File: config.mk
export PLATFORM = sky130hd
export DESIGN_NAME = alu_operand_stage
export DESIGN_NICKNAME = d
export VERILOG_FILES = /design/src/rtl/alu_pkg.sv /design/src/rtl/alu_operand_stage_regfile_2r1w.sv /design/src/rtl/alu_operand_stage.sv
export SDC_FILE = /design/constraint.sdc
export NUM_CORES = 1
export LEC_CHECK = 0
export CORE_MARGIN = 4
export CORE_UTILIZATION = 52
export CTS_BUF_LIST = sky130_fd_sc_hd__clkbuf_8 sky130_fd_sc_hd__clkbuf_16
export CTS_CLUSTER_DIAMETER = 150
export DETAILED_ROUTE_END_ITERATION = 16
export PLACE_DENSITY_LB_ADDON = 0.25
export SLEW_MARGIN = 40
export SYNTH_ARGS = -nofsm -noshare
export SYNTH_HDL_FRONTEND = slang
export SYNTH_HIERARCHICAL = 1
export SYNTH_SLANG_ARGS = --single-unit
File: constraint.sdc
create_clock -name clk -period 1.95 [get_ports clk]
set_clock_uncertainty 0.05 [all_clocks]
set_input_delay 0.39 -clock clk [delete_from_list [all_inputs] [get_ports clk]]
set_output_delay 0.39 -clock clk [all_outputs]
set_load 0.05 [all_outputs]
File: src/rtl/alu_pkg.sv
// -----------------------------------------------------------------------------
// alu_pkg
//   Shared definitions for the ALU issue path: the ALU opcode encodings, the
//   bit positions of the 16-bit instruction fields, a packed view of a decoded
//   instruction and a helper that splits a raw instruction word into its fields.
//
//   Instruction layout:
//     [15:13] op   [12:10] rd   [9:7] ra   [6:4] rb   [3] use_imm   [2:0] imm3
// -----------------------------------------------------------------------------
package alu_pkg;

    // ALU opcodes understood by alu_16bit. The issue stage forwards whatever
    // opcode it is given, so these exist for readability at call sites.
    localparam logic [2:0] ALU_ADD   = 3'b000;
    localparam logic [2:0] ALU_SUB   = 3'b001;
    localparam logic [2:0] ALU_SHL   = 3'b010;
    localparam logic [2:0] ALU_SHR   = 3'b011;
    localparam logic [2:0] ALU_SAR   = 3'b100;
    localparam logic [2:0] ALU_SHADD = 3'b101;
    localparam logic [2:0] ALU_OR    = 3'b110;
    localparam logic [2:0] ALU_NAND  = 3'b111;

    localparam int INSTR_W     = 16;
    localparam int IMM_W       = 3;

    // Instruction field positions
    localparam int OP_MSB      = 15;
    localparam int OP_LSB      = 13;
    localparam int RD_MSB      = 12;
    localparam int RD_LSB      = 10;
    localparam int RA_MSB      = 9;
    localparam int RA_LSB      = 7;
    localparam int RB_MSB      = 6;
    localparam int RB_LSB      = 4;
    localparam int USE_IMM_BIT = 3;
    localparam int IMM_MSB     = 2;
    localparam int IMM_LSB     = 0;

    typedef struct packed {
        logic [2:0]       op;
        logic [2:0]       rd;
        logic [2:0]       ra;
        logic [2:0]       rb;
        logic             use_imm;
        logic [IMM_W-1:0] imm3;
    } instr_t;

    function automatic instr_t decode_instr(input logic [INSTR_W-1:0] instr);
        instr_t d;
        d.op      = instr[OP_MSB:OP_LSB];
        d.rd      = instr[RD_MSB:RD_LSB];
        d.ra      = instr[RA_MSB:RA_LSB];
        d.rb      = instr[RB_MSB:RB_LSB];
        d.use_imm = instr[USE_IMM_BIT];
        d.imm3    = instr[IMM_MSB:IMM_LSB];
        return d;
    endfunction

endpackage

File: src/rtl/alu_operand_stage_regfile_2r1w.sv
// -----------------------------------------------------------------------------
// regfile_2r1w
//   NREG x DATA_W architectural register file with two combinational read
//   ports and one synchronous write port. Register 0 is hardwired to zero:
//   writes to it are dropped and reads of it return zero.
//
//   Ports
//     clk        clock, write happens on posedge
//     srst_i     synchronous active-high reset, clears every register
//     we_i       write enable
//     waddr_i    write address
//     wdata_i    write data
//     raddr_a_i  read port A address   -> rdata_a_o
//     raddr_b_i  read port B address   -> rdata_b_o
// -----------------------------------------------------------------------------
module regfile_2r1w #(
    parameter int DATA_W = 16,
    parameter int NREG   = 8,
    parameter int REG_AW = 3
) (
    input  logic              clk,
    input  logic              srst_i,
    input  logic              we_i,
    input  logic [REG_AW-1:0] waddr_i,
    input  logic [DATA_W-1:0] wdata_i,
    input  logic [REG_AW-1:0] raddr_a_i,
    output logic [DATA_W-1:0] rdata_a_o,
    input  logic [REG_AW-1:0] raddr_b_i,
    output logic [DATA_W-1:0] rdata_b_o
);

    // Reads are asynchronous and reset clears the whole array, so this is a
    // plain register array rather than a block RAM.
    logic [DATA_W-1:0] regs_q [NREG];
    logic [NREG-1:0]   wr_sel;

    // One-hot write select; entry 0 can never be selected.
    assign wr_sel[0] = 1'b0;
    generate
        for (genvar gi = 1; gi < NREG; gi++) begin : g_wsel
            assign wr_sel[gi] = we_i && (waddr_i == REG_AW'(gi));
        end
    endgenerate

    always_ff @(posedge clk) begin
        if (srst_i) begin
            for (int i = 0; i < NREG; i++) begin
                regs_q[i] <= '0;
            end
        end else begin
            for (int i = 1; i < NREG; i++) begin
                if (wr_sel[i]) begin
                    regs_q[i] <= wdata_i;
                end
            end
        end
    end

    assign rdata_a_o = (raddr_a_i == '0) ? '0 : regs_q[raddr_a_i];
    assign rdata_b_o = (raddr_b_i == '0) ? '0 : regs_q[raddr_b_i];

endmodule

File: src/rtl/alu_operand_stage.sv
// -----------------------------------------------------------------------------
// alu_operand_stage
//   Issue stage in front of alu_16bit. Decodes an instruction, reads its two
//   source operands from the register file and holds {op, a, b, rd} in an
//   output register for the ALU. Results come back through the writeback port.
//   A scoreboard of pending destination registers stalls issue on RAW and WAW
//   hazards. Outputs change on posedge clk so they are stable at the ALU's
//   negedge sample point.
//
//   Build option (macro OPERAND_FWD_EN):
//     defined   - a pending source being written back in the same cycle is not
//                 a hazard; its value is bypassed from wb_data.
//     undefined - that case stalls one cycle and the value is read from the
//                 register file after the write lands.
//
//   Ports
//     clk, rst                      clock, synchronous active-high reset
//     in_valid / in_ready / in_instr   instruction input handshake
//     out_valid / out_ready            issued-operation handshake
//     out_op, out_a, out_b, out_rd     issued operation
//     wb_en, wb_addr, wb_data          result writeback
//     busy                             scoreboard has a pending write
// -----------------------------------------------------------------------------
module alu_operand_stage
    import alu_pkg::*;
#(
    parameter int DATA_W = 16,
    parameter int NREG   = 8,
    parameter int REG_AW = 3
) (
    input  logic               clk,
    input  logic               rst,
    input  logic               in_valid,
    output logic               in_ready,
    input  logic [INSTR_W-1:0] in_instr,
    output logic               out_valid,
    input  logic               out_ready,
    output logic [2:0]         out_op,
    output logic [DATA_W-1:0]  out_a,
    output logic [DATA_W-1:0]  out_b,
    output logic [REG_AW-1:0]  out_rd,
    input  logic               wb_en,
    input  logic [REG_AW-1:0]  wb_addr,
    input  logic [DATA_W-1:0]  wb_data,
    output logic               busy
);

    // ------------------------------------------------------------------
    // Decode
    // ------------------------------------------------------------------
    instr_t            dec;
    logic [REG_AW-1:0] ra;
    logic [REG_AW-1:0] rb;
    logic [REG_AW-1:0] rd;

    assign dec = decode_instr(in_instr);
    assign ra  = dec.ra;
    assign rb  = dec.rb;
    assign rd  = dec.rd;

    // ------------------------------------------------------------------
    // Register file
    // ------------------------------------------------------------------
    logic [DATA_W-1:0] rf_a;
    logic [DATA_W-1:0] rf_b;
    logic              rf_we;

    assign rf_we = wb_en && (wb_addr != '0);

    regfile_2r1w #(
        .DATA_W (DATA_W),
        .NREG   (NREG),
        .REG_AW (REG_AW)
    ) u_regfile (
        .clk       (clk),
        .srst_i    (rst),
        .we_i      (rf_we),
        .waddr_i   (wb_addr),
        .wdata_i   (wb_data),
        .raddr_a_i (ra),
        .rdata_a_o (rf_a),
        .raddr_b_i (rb),
        .rdata_b_o (rf_b)
    );

    // ------------------------------------------------------------------
    // Scoreboard state. Bit 0 is never set, so r0 is never pending.
    // ------------------------------------------------------------------
    logic [NREG-1:0] pending_q;
    logic [NREG-1:0] pending_d;

    // ------------------------------------------------------------------
    // Source blocking and operand selection
    // ------------------------------------------------------------------
    logic              ra_blocked;
    logic              rb_blocked;
    logic [DATA_W-1:0] opnd_a;
    logic [DATA_W-1:0] opnd_b_reg;

`ifdef OPERAND_FWD_EN
    logic wb_hit_ra;
    logic wb_hit_rb;

    // A writeback landing on a source this cycle satisfies it: bypass the
    // write data instead of waiting for the register file to update.
    assign wb_hit_ra  = rf_we && (wb_addr == ra);
    assign wb_hit_rb  = rf_we && (wb_addr == rb);
    assign ra_blocked = pending_q[ra] && !wb_hit_ra;
    assign rb_blocked = pending_q[rb] && !wb_hit_rb;
    assign opnd_a     = wb_hit_ra ? wb_data : rf_a;
    assign opnd_b_reg = wb_hit_rb ? wb_data : rf_b;
`else
    // Without the bypass the write must land first; the bit clears at the
    // same edge, so the instruction issues one cycle later.
    assign ra_blocked = pending_q[ra];
    assign rb_blocked = pending_q[rb];
    assign opnd_a     = rf_a;
    assign opnd_b_reg = rf_b;
`endif

    logic [DATA_W-1:0] opnd_b;
    assign opnd_b = dec.use_imm ? {{(DATA_W-IMM_W){1'b0}}, dec.imm3} : opnd_b_reg;

    // ------------------------------------------------------------------
    // Hazard and handshake. rb only matters when the immediate is not used;
    // the rd check blocks a second in-flight write to the same register.
    // ------------------------------------------------------------------
    logic hazard;
    logic accept;
    logic out_valid_q;

    assign hazard   = in_valid && (ra_blocked || (!dec.use_imm && rb_blocked) || pending_q[rd]);
    assign in_ready = !rst && !hazard && (!out_valid_q || out_ready);
    assign accept   = in_valid && in_ready;

    // ------------------------------------------------------------------
    // Scoreboard next state. Set wins over clear for the same index so an
    // instruction issued while its destination retires keeps it pending.
    // ------------------------------------------------------------------
    assign pending_d[0] = 1'b0;
    generate
        for (genvar gi = 1; gi < NREG; gi++) begin : g_sb
            logic set_hit;
            logic clr_hit;
            assign set_hit       = accept && (rd == REG_AW'(gi));
            assign clr_hit       = wb_en && (wb_addr == REG_AW'(gi));
            assign pending_d[gi] = set_hit || (pending_q[gi] && !clr_hit);
        end
    endgenerate

    // ------------------------------------------------------------------
    // Output register and scoreboard update
    // ------------------------------------------------------------------
    logic [2:0]        out_op_q;
    logic [DATA_W-1:0] out_a_q;
    logic [DATA_W-1:0] out_b_q;
    logic [REG_AW-1:0] out_rd_q;

    always_ff @(posedge clk) begin
        if (rst) begin
            out_valid_q <= 1'b0;
            out_op_q    <= '0;
            out_a_q     <= '0;
            out_b_q     <= '0;
            out_rd_q    <= '0;
            pending_q   <= '0;
        end else begin
            pending_q <= pending_d;
            if (accept) begin
                out_valid_q <= 1'b1;
                out_op_q    <= dec.op;
                out_a_q     <= opnd_a;
                out_b_q     <= opnd_b;
                out_rd_q    <= rd;
            end else if (out_ready) begin
                // Consumed with nothing new behind it: drop valid, keep data.
                out_valid_q <= 1'b0;
            end
        end
    end

    assign out_valid = out_valid_q;
    assign out_op    = out_op_q;
    assign out_a     = out_a_q;
    assign out_b     = out_b_q;
    assign out_rd    = out_rd_q;
    assign busy      = |pending_q;

endmodule

==> impl_metrics.sql <==
INSERT INTO impl_metrics (metric_group, metric, value, unit) VALUES
('route', 'route.detailed.wl_per_inst', '24.3', 'um'),
('critical_path', 'worstSetupStartpointType', 'register', ''),
('clocking', 'cts_tree', 'built', ''),
('hold_path', 'hold_class', 'input port to register', ''),
('critical_path', 'timing.critical_path.required', '1.51', 'ns'),
('route', 'finalWirelength', '26.1', 'mm'),
('run', 'maxCapViolCount', '0', ''),
('critical_path', 'critPathMaxFanout', '3', ''),
('synthesis', 'synthCells', '703', ''),
('sta', 'report.final.setup_viol', '47', ''),
('layout', 'share_of_layout_cells_above_drive_strength_1', '37.5', '%'),
('synthesis', 'synthMuxAreaShare', '12.5', '%'),
('sta', 'rsz0062_at_grt', 'true', ''),
('critical_path', 'timing.critical_path.buf_inv', '2', ''),
('route', 'route.detailed.drc', '0', ''),
('synthesis', 'synth_seq_area_share', '51.8', '%'),
('synthesis', 'post_synth_xor_area_fraction', '0', '%'),
('route', 'drtAntennaViolNets', '0', ''),
('floorplan', 'rows', '45', ''),
('synthesis', 'syn_warnings', '6', ''),
('sta', 'relSlewSlack', '65.4', '%'),
('critical_path', 'worst-r2r-setup-slack', '-0.33', 'ns'),
('floorplan', 'die-area', '18000', 'um^2'),
('synthesis', 'synth_compound_area_share', '16.8', '%'),
('sta', 'timing.final.crit_period', '2.65', 'ns'),
('clocking', 'clock_tree.root_cell', 'sky130_fd_sc_hd__clkbuf_16', ''),
('synthesis', 'syn_avg_cell_area', '11.8', 'um^2'),
('sta', 'finalHoldViolCount', '0', ''),
('critical_path', 'delay_heaviest_family_cp', 'compound AO/OA/AOI/OAI gates', ''),
('global_routing', 'globalRoute.totalOverflow', '0', ''),
('global_routing', 'first_global_vias', '6353', ''),
('layout', 'finalNetCount', '890', ''),
('critical_path', 'crit_chain', 'buf_4, mux2_2, o22ai_2, o32a_4, nand2_4, a211oi_4, buf_12', ''),
('sta', 'share_of_the_clock_period_used_by_the_worst_path', '136', '%'),
('layout', 'area_delta_synth_final', '35.8', '%'),
('synthesis', 'synth_area_in_adders', '0', '%'),
('floorplan', 'die_width', '134', 'um'),
('placement', 'routabilityCongestion', '0.842', ''),
('global_routing', 'antenna_found_initial', '0', ''),
('clocking', 'buffer_levels_on_the_longest_clock_path', '2', ''),
('power', 'max-vdd-ir-drop', '0.000717', 'V'),
('clocking', 'cts_made_buffers', '17', ''),
('synthesis', 'synth_flop_cell', 'sky130_fd_sc_hd__edfxtp_1', ''),
('clocking', 'clkTransAtPathRegs', '0.06', 'ns'),
('global_routing', 'global_route.usage.total', '25.4', '%'),
('route', 'vias', '6828', ''),
('run_status', 'run_status', 'complete, but fails checks', ''),
('critical_path', 'setup.worst_path.end_class', 'output pin', ''),
('sta', 'layout_setup_ws', '-0.698', 'ns'),
('synthesis', 'synth_simple_gate_area_share', '11.8', '%'),
('floorplan', 'count_of_pins_on_the_block_boundary', '81', ''),
('critical_path', 'critPathKind', 'register to output pin', ''),
('synthesis', 'syn_nets', '743', ''),
('synthesis', 'synth-edff-count', '112', ''),
('floorplan', 'initial_core_utilization', '53.8', '%'),
('power', 'p_leak', '4.36', 'nW'),
('route', 'dr.first_iter.drc_count', '726', ''),
('power', 'cellPowerDensity', '801', 'nW/um^2'),
('synthesis', 'synth.ff_latch_count', '158', ''),
('critical_path', 'critical_path.slowest_cell', 'sky130_fd_sc_hd__dfxtp_1', ''),
('placement', 'port_buffers', '80', ''),
('global_routing', 'grt_start_max_net_pins', '39', ''),
('layout', 'antennaDiodeCount', '0', ''),
('placement', 'post-dp-hpwl', '15.9', 'mm'),
('critical_path', 'timing.critical_path.slowest_cell_delay', '0.38', 'ns'),
('route', 'number_of_vias_per_cell_after_detailed_routing', '6.36', ''),
('clocking', 'cts_sinks', '158', ''),
('synthesis', 'synth.cell_area', '8280', 'um^2'),
('synthesis', 'share_of_synthesized_flip_flops_with_an_asynchronous_set_or_reset', '0', '%'),
('power', 'total_power', '9.00', 'mW'),
('global_routing', 'grt_first_pass_wirelength', '35.5', 'mm'),
('route', 'dr.pass1.iters', '5', ''),
('sta', 'hold_ws', '0.347', 'ns'),
('sta', 'report.final.slew_viol_count', '0', ''),
('clocking', 'worst_skew_pair.late_latency', '0.43', 'ns'),
('synthesis', 'largest_family_of_logic_cells_by_synthesized_area', 'compound AO/OA/AOI/OAI gates', ''),
('sta', 'slew_at_the_pin_with_the_worst_max_slew_slack', '0.521', 'ns'),
('critical_path', 'critPathArrivalTime', '2.21', 'ns'),
('clocking', 'htreeDepth', '4', ''),
('synthesis', 'post_synth_num_cell_types', '52', ''),
('run_status', 'failed_checks', 'negative setup slack', ''),
('sta', 'achievable-frequency', '378', 'MHz'),
('floorplan', 'core_area', '15400', 'um^2'),
('floorplan', 'die_height', '134', 'um');
kinds of logic (layout without fill, tap and decap cells):
group,Yosys count,in the layout
flops,158,158
simple gates,194,194
compound gates,166,166
mux,90,90
buf+inv,95,255
state kept, by name (all words and copies together), names as in the netlist:
name              count
out_rd                3
out_a                16
u_regfile/regs_q    112
out_op                3
pending_q             7
out_valid             1
out_b                16
power breakdown:
group	switching (mW)	internal, mW
Sequential	0.148	3.82
Combinational	1.04	0.761
Clock	1.38	1.84
Total	2.57	6.43
metal layers:
metal | vias to the layer above | track usage, % | wire [um]
met5 | - | 0 | 0
met3 | 85 | 5.59 | 2120
met4 | 0 | 7.86 | 901
met1 | 3343 | 34.4 | 10600
met2 | 416 | 41.4 | 12500
li1 | 2984 | - | -
final timing paths:
kind	endpoint	startpoint	depth (start not counted)
setup / recovery	in_ready	pending_q[5]	7
hold / removal	pending_q[5]	in_instr[11]	3
setup reg to reg	out_b[13]	pending_q[1]	10
hold reg to reg	out_op[1]	out_op[1]	2
worst min-delay path: stages:
cell	delay, ns
sky130_fd_sc_hd__clkbuf_2	0.17
sky130_fd_sc_hd__buf_4	0.14
sky130_fd_sc_hd__o31ai_1	0.07
cell usage after synthesis, types with 16 or more instances:
| cell type | number | area, um^2 |
|---|---|---|
| sky130_fd_sc_hd__inv_1 | 32 | 120 |
| sky130_fd_sc_hd__a21oi_1 | 26 | 130 |
| sky130_fd_sc_hd__edfxtp_1 | 112 | 3360 |
| sky130_fd_sc_hd__buf_2 | 20 | 100 |
| sky130_fd_sc_hd__mux2i_1 | 52 | 521 |
| sky130_fd_sc_hd__nor2_1 | 82 | 308 |
| sky130_fd_sc_hd__a221oi_1 | 23 | 201 |
| sky130_fd_sc_hd__mux2_2 | 18 | 203 |
| sky130_fd_sc_hd__a211oi_1 | 17 | 128 |
| sky130_fd_sc_hd__nor2b_1 | 19 | 119 |
| sky130_fd_sc_hd__a221oi_2 | 25 | 375 |
| sky130_fd_sc_hd__o21ai_0 | 27 | 135 |
| sky130_fd_sc_hd__mux2_4 | 18 | 270 |
| sky130_fd_sc_hd__nand2b_1 | 24 | 150 |
| sky130_fd_sc_hd__a311oi_1 | 16 | 140 |
| sky130_fd_sc_hd__dfxtp_1 | 46 | 921 |
| sky130_fd_sc_hd__nand3_1 | 29 | 145 |
area by class of cell:
class	count	area (um^2)
Sequential cell	158	4290
Clock buffer	20	489
Inverter	32	120
Clock inverter	12	95.1
Multi-Input combinational cell	450	4060
Tap cell	211	264
Fill cell	941	4140
Timing Repair Buffer	191	1920
through the flow:
step	cell area [um^2]	setup slack, ns	instances	setup TNS, ns	util [%]
after detailed placement	9780	-0.994	1020	-65.28	63.6
after floorplan	8340	-0.417	703	-0.423	-
after global placement	9770	-0.997	1019	-59.15	63.6
final	11200	-0.698	1074	-11.60	73.1
after CTS	10400	-0.615	1056	-4.39	67.8
after global routing	11200	-0.730	1074	-13.95	73.1
cells in the final DEF, fill, tap and decap left out, drive strengths merged, types with 3 or more instances in the layout:
master	n
nor4	11
a21oi	26
o311ai	4
nand3	29
dlygate4sd2	27
a311oi	16
nand2b	24
inv	41
a31o	14
o31ai	3
and2b	4
clkbuf	25
nor2b	21
o21ai	27
nor3	4
a221oi	48
mux2	36
mux2i	52
a211oi	17
buf	127
nor2	82
nand2	9
dfxtp	46
edfxtp	112
clkdlybuf4s50	31
timing repair:
item / CTS / global route
setup endpoints to repair: 73 / 47
pin swaps: 5 / 51
buffers inserted: 4 / 13
cloned: 0 / 6
hold buffers: 0 / 0
resized for setup: 46 / 154
(Power assumes the default switching activity.)
==> variant, RTL diff (config.mk and constraints unchanged) <==
Build with the macro `OPERAND_FWD_EN` defined.
--- a/src/rtl/alu_operand_stage.sv
+++ b/src/rtl/alu_operand_stage.sv
@@ -21,6 +21,8 @@
 //     wb_en, wb_addr, wb_data          result writeback
 //     busy                             scoreboard has a pending write
 // -----------------------------------------------------------------------------
+`define OPERAND_FWD_EN
+
 module alu_operand_stage
     import alu_pkg::*;
 #(
Formal check against the unedited RTL: not equivalent (a bounded check fails within 4 cycles, from zero or initial values and one cycle with rst high).
==> variant against the original RTL <==
The flow still finishes with violations (negative setup slack); hold slack improved by 0.067 ns; final area grew 4.8%; setup slack improved by 0.22 ns; final cell count rose by 2.5%; combinational power is 13% higher; utilization about the same; critical path depth is 2 lower; routed wire length fell by 1.0%; sequential cell count unchanged; power grew 4.8%; die area increased by 4.3%; area after synthesis grew 4.6%; critical endpoint unchanged.
==> variant: results (changes against the original RTL) <==
----------------------------------------------------
[Route]
  Final wirelength ... 25800 µm (-1.0%)
  Average wire length per cell after detail routing ... 23.5 µm (-3.4%)

[Synth]
  Number of distinct library cell variants in the gate-level netlist after synthesis ... 49 (-5.8%)
  Nets in the synthesized netlist ... 757 (+1.9%)
  Syn_area_per_cell ... 12.1 µm² (+2.6%)

[STA]
  Setup tns final ... -11.38 ns (+0.212 ns)
  Final setup vio count ... 47 (unchanged)
  Worst Slack Setup Final ... -0.474 ns (+0.224 ns)
  Tightest Pin Transition ... 0.606 ns (+0.0845 ns)

[Power and ir drop]
  Worst VDD drop ... 660 µV (-7.9%)
  Cell area power density ... 801 nW/µm² (about the same)
  Lkg Pwr ... 4.50 nW (+3.3%)

[Status]
  Violations in the final reports ... negative setup slack
  Status ... complete, but fails checks

[Final layout]
  Number of fillers in the final layout ... 1022 (+8.6%)
  Net count, final ... 912 (+2.5%)

[Placed design]
  Final Wtd Congestion ... 0.867 (+2.9%)
  Placement Setup Slack ... -0.854 ns (+0.140 ns)
  Dpl cell area ... 10400 µm² (+6.4%)

[Hold path]
  Start point of the worst min-delay path ... out_rd[2]
  Worst hold path class ... reg2reg
  Number of cells on the worst hold path ... 2 (-1)

[Setup path]
  Arrival time of the worst setup path ... 1.98 ns (-0.23 ns)
  Worst r2r dst ... out_a[15]
  Startpoint of the worst-slack reg-to-reg timing path ... pending_q[4]

[GRT]
  Largest net degree at the start of global routing ... 41 (+5.1%)
  First-pass GRT wire length ... 37400 µm (+5.3%)

----------------------------------------------------
-- variant: changes by cell type in the layout (fill, tap and decap cells not counted), sizes merged, moves of 6 or more --
| cell | unedited run | this run |
|---|---|---|
| a31o | 14 | 29 |
| nand3 | 29 | 11 |
| xor2 | 0 | 6 |
| nor3 | 4 | 17 |
| inv | 41 | 29 |
| buf | 127 | 134 |
| o21ai | 27 | 13 |
| a21oi | 26 | 8 |
| mux2i | 52 | 89 |
-- variant: per-layer routing --
metal / GRT usage (%) / routed length [µm] / share of wire [%]
met3: 4.01 / 1800 / 6.9
met1: 37.1 / 11100 / 43
met5: 0 / 0 / 0
met4: 6.93 / 508 / 2.0
met2: 43.2 / 12500 / 48
-- variant: worst max-delay path by stage --
| stage | start | end | slack [ns] | depth (start not counted) |
|---|---|---|---|---|
| 6_report | pending_q[4] | in_ready | -0.47 | 5 |
| 5_1_grt | wb_addr[1] | in_ready | -0.52 | 8 |
| 4_1_cts | pending_q[3] | in_ready | -0.44 | 6 |
| 3_5_place_dp | wb_addr[0] | out_b[10] | -0.85 | 8 |
| 3_3_place_gp | wb_addr[0] | out_a[8] | -0.80 | 8 |
| 2_1_floorplan | in_instr[9] | in_ready | -0.29 | 8 |
-- variant: repair_timing --
action                                  4_1_cts  5_1_grt
resized for setup                            76       72
endpoints found under the setup margin      266       48
cloned                                        6        4
pin swaps                                     7       19
buffers inserted                              8        8
-- variant: worst max-delay path: cells and delay by family (launching register included) --
kind | cells | cell delay (ns)
buffers and inverters | 1 | 0.16
muxes | 2 | 0.61
AOI/OAI and AO/OA | 2 | 0.40
DFF | 1 | 0.39
-- variant: layout make-up --
cell class / instances / share of cell area, %
clock buffers: 17 / 3.61
clock inverters: 15 / 1.53
inverters: 22 / 0.701
multi-input cells: 473 / 38.1
flip-flops and latches: 158 / 36.6
well taps: 216 / 2.29
repair buffers: 200 / 17.3
-- variant: report_power, final --
| part | switching (mW) | internal [mW] | total [mW] | leakage [nW] |
|---|---|---|---|---|
| clock network | 1.46 | 1.93 | 3.40 | 0.293 |
| logic | 1.18 | 0.851 | 2.03 | 2.74 |
| registers | 0.159 | 3.85 | 4.01 | 1.47 |
-- variant: kinds of logic (layout without fill, tap and decap cells) --
logic type             after synthesis  after routing  share of synthesized area, %
AND/OR/NAND/NOR                    184            188                          10.6
flip-flops                         158            158                          49.5
AO/OA/AOI/OAI                      152            152                          16.2
multiplexers                       127            127                          16.4
buffers and inverters               90            254                          6.76
XOR/XNOR                             6              6                         0.607
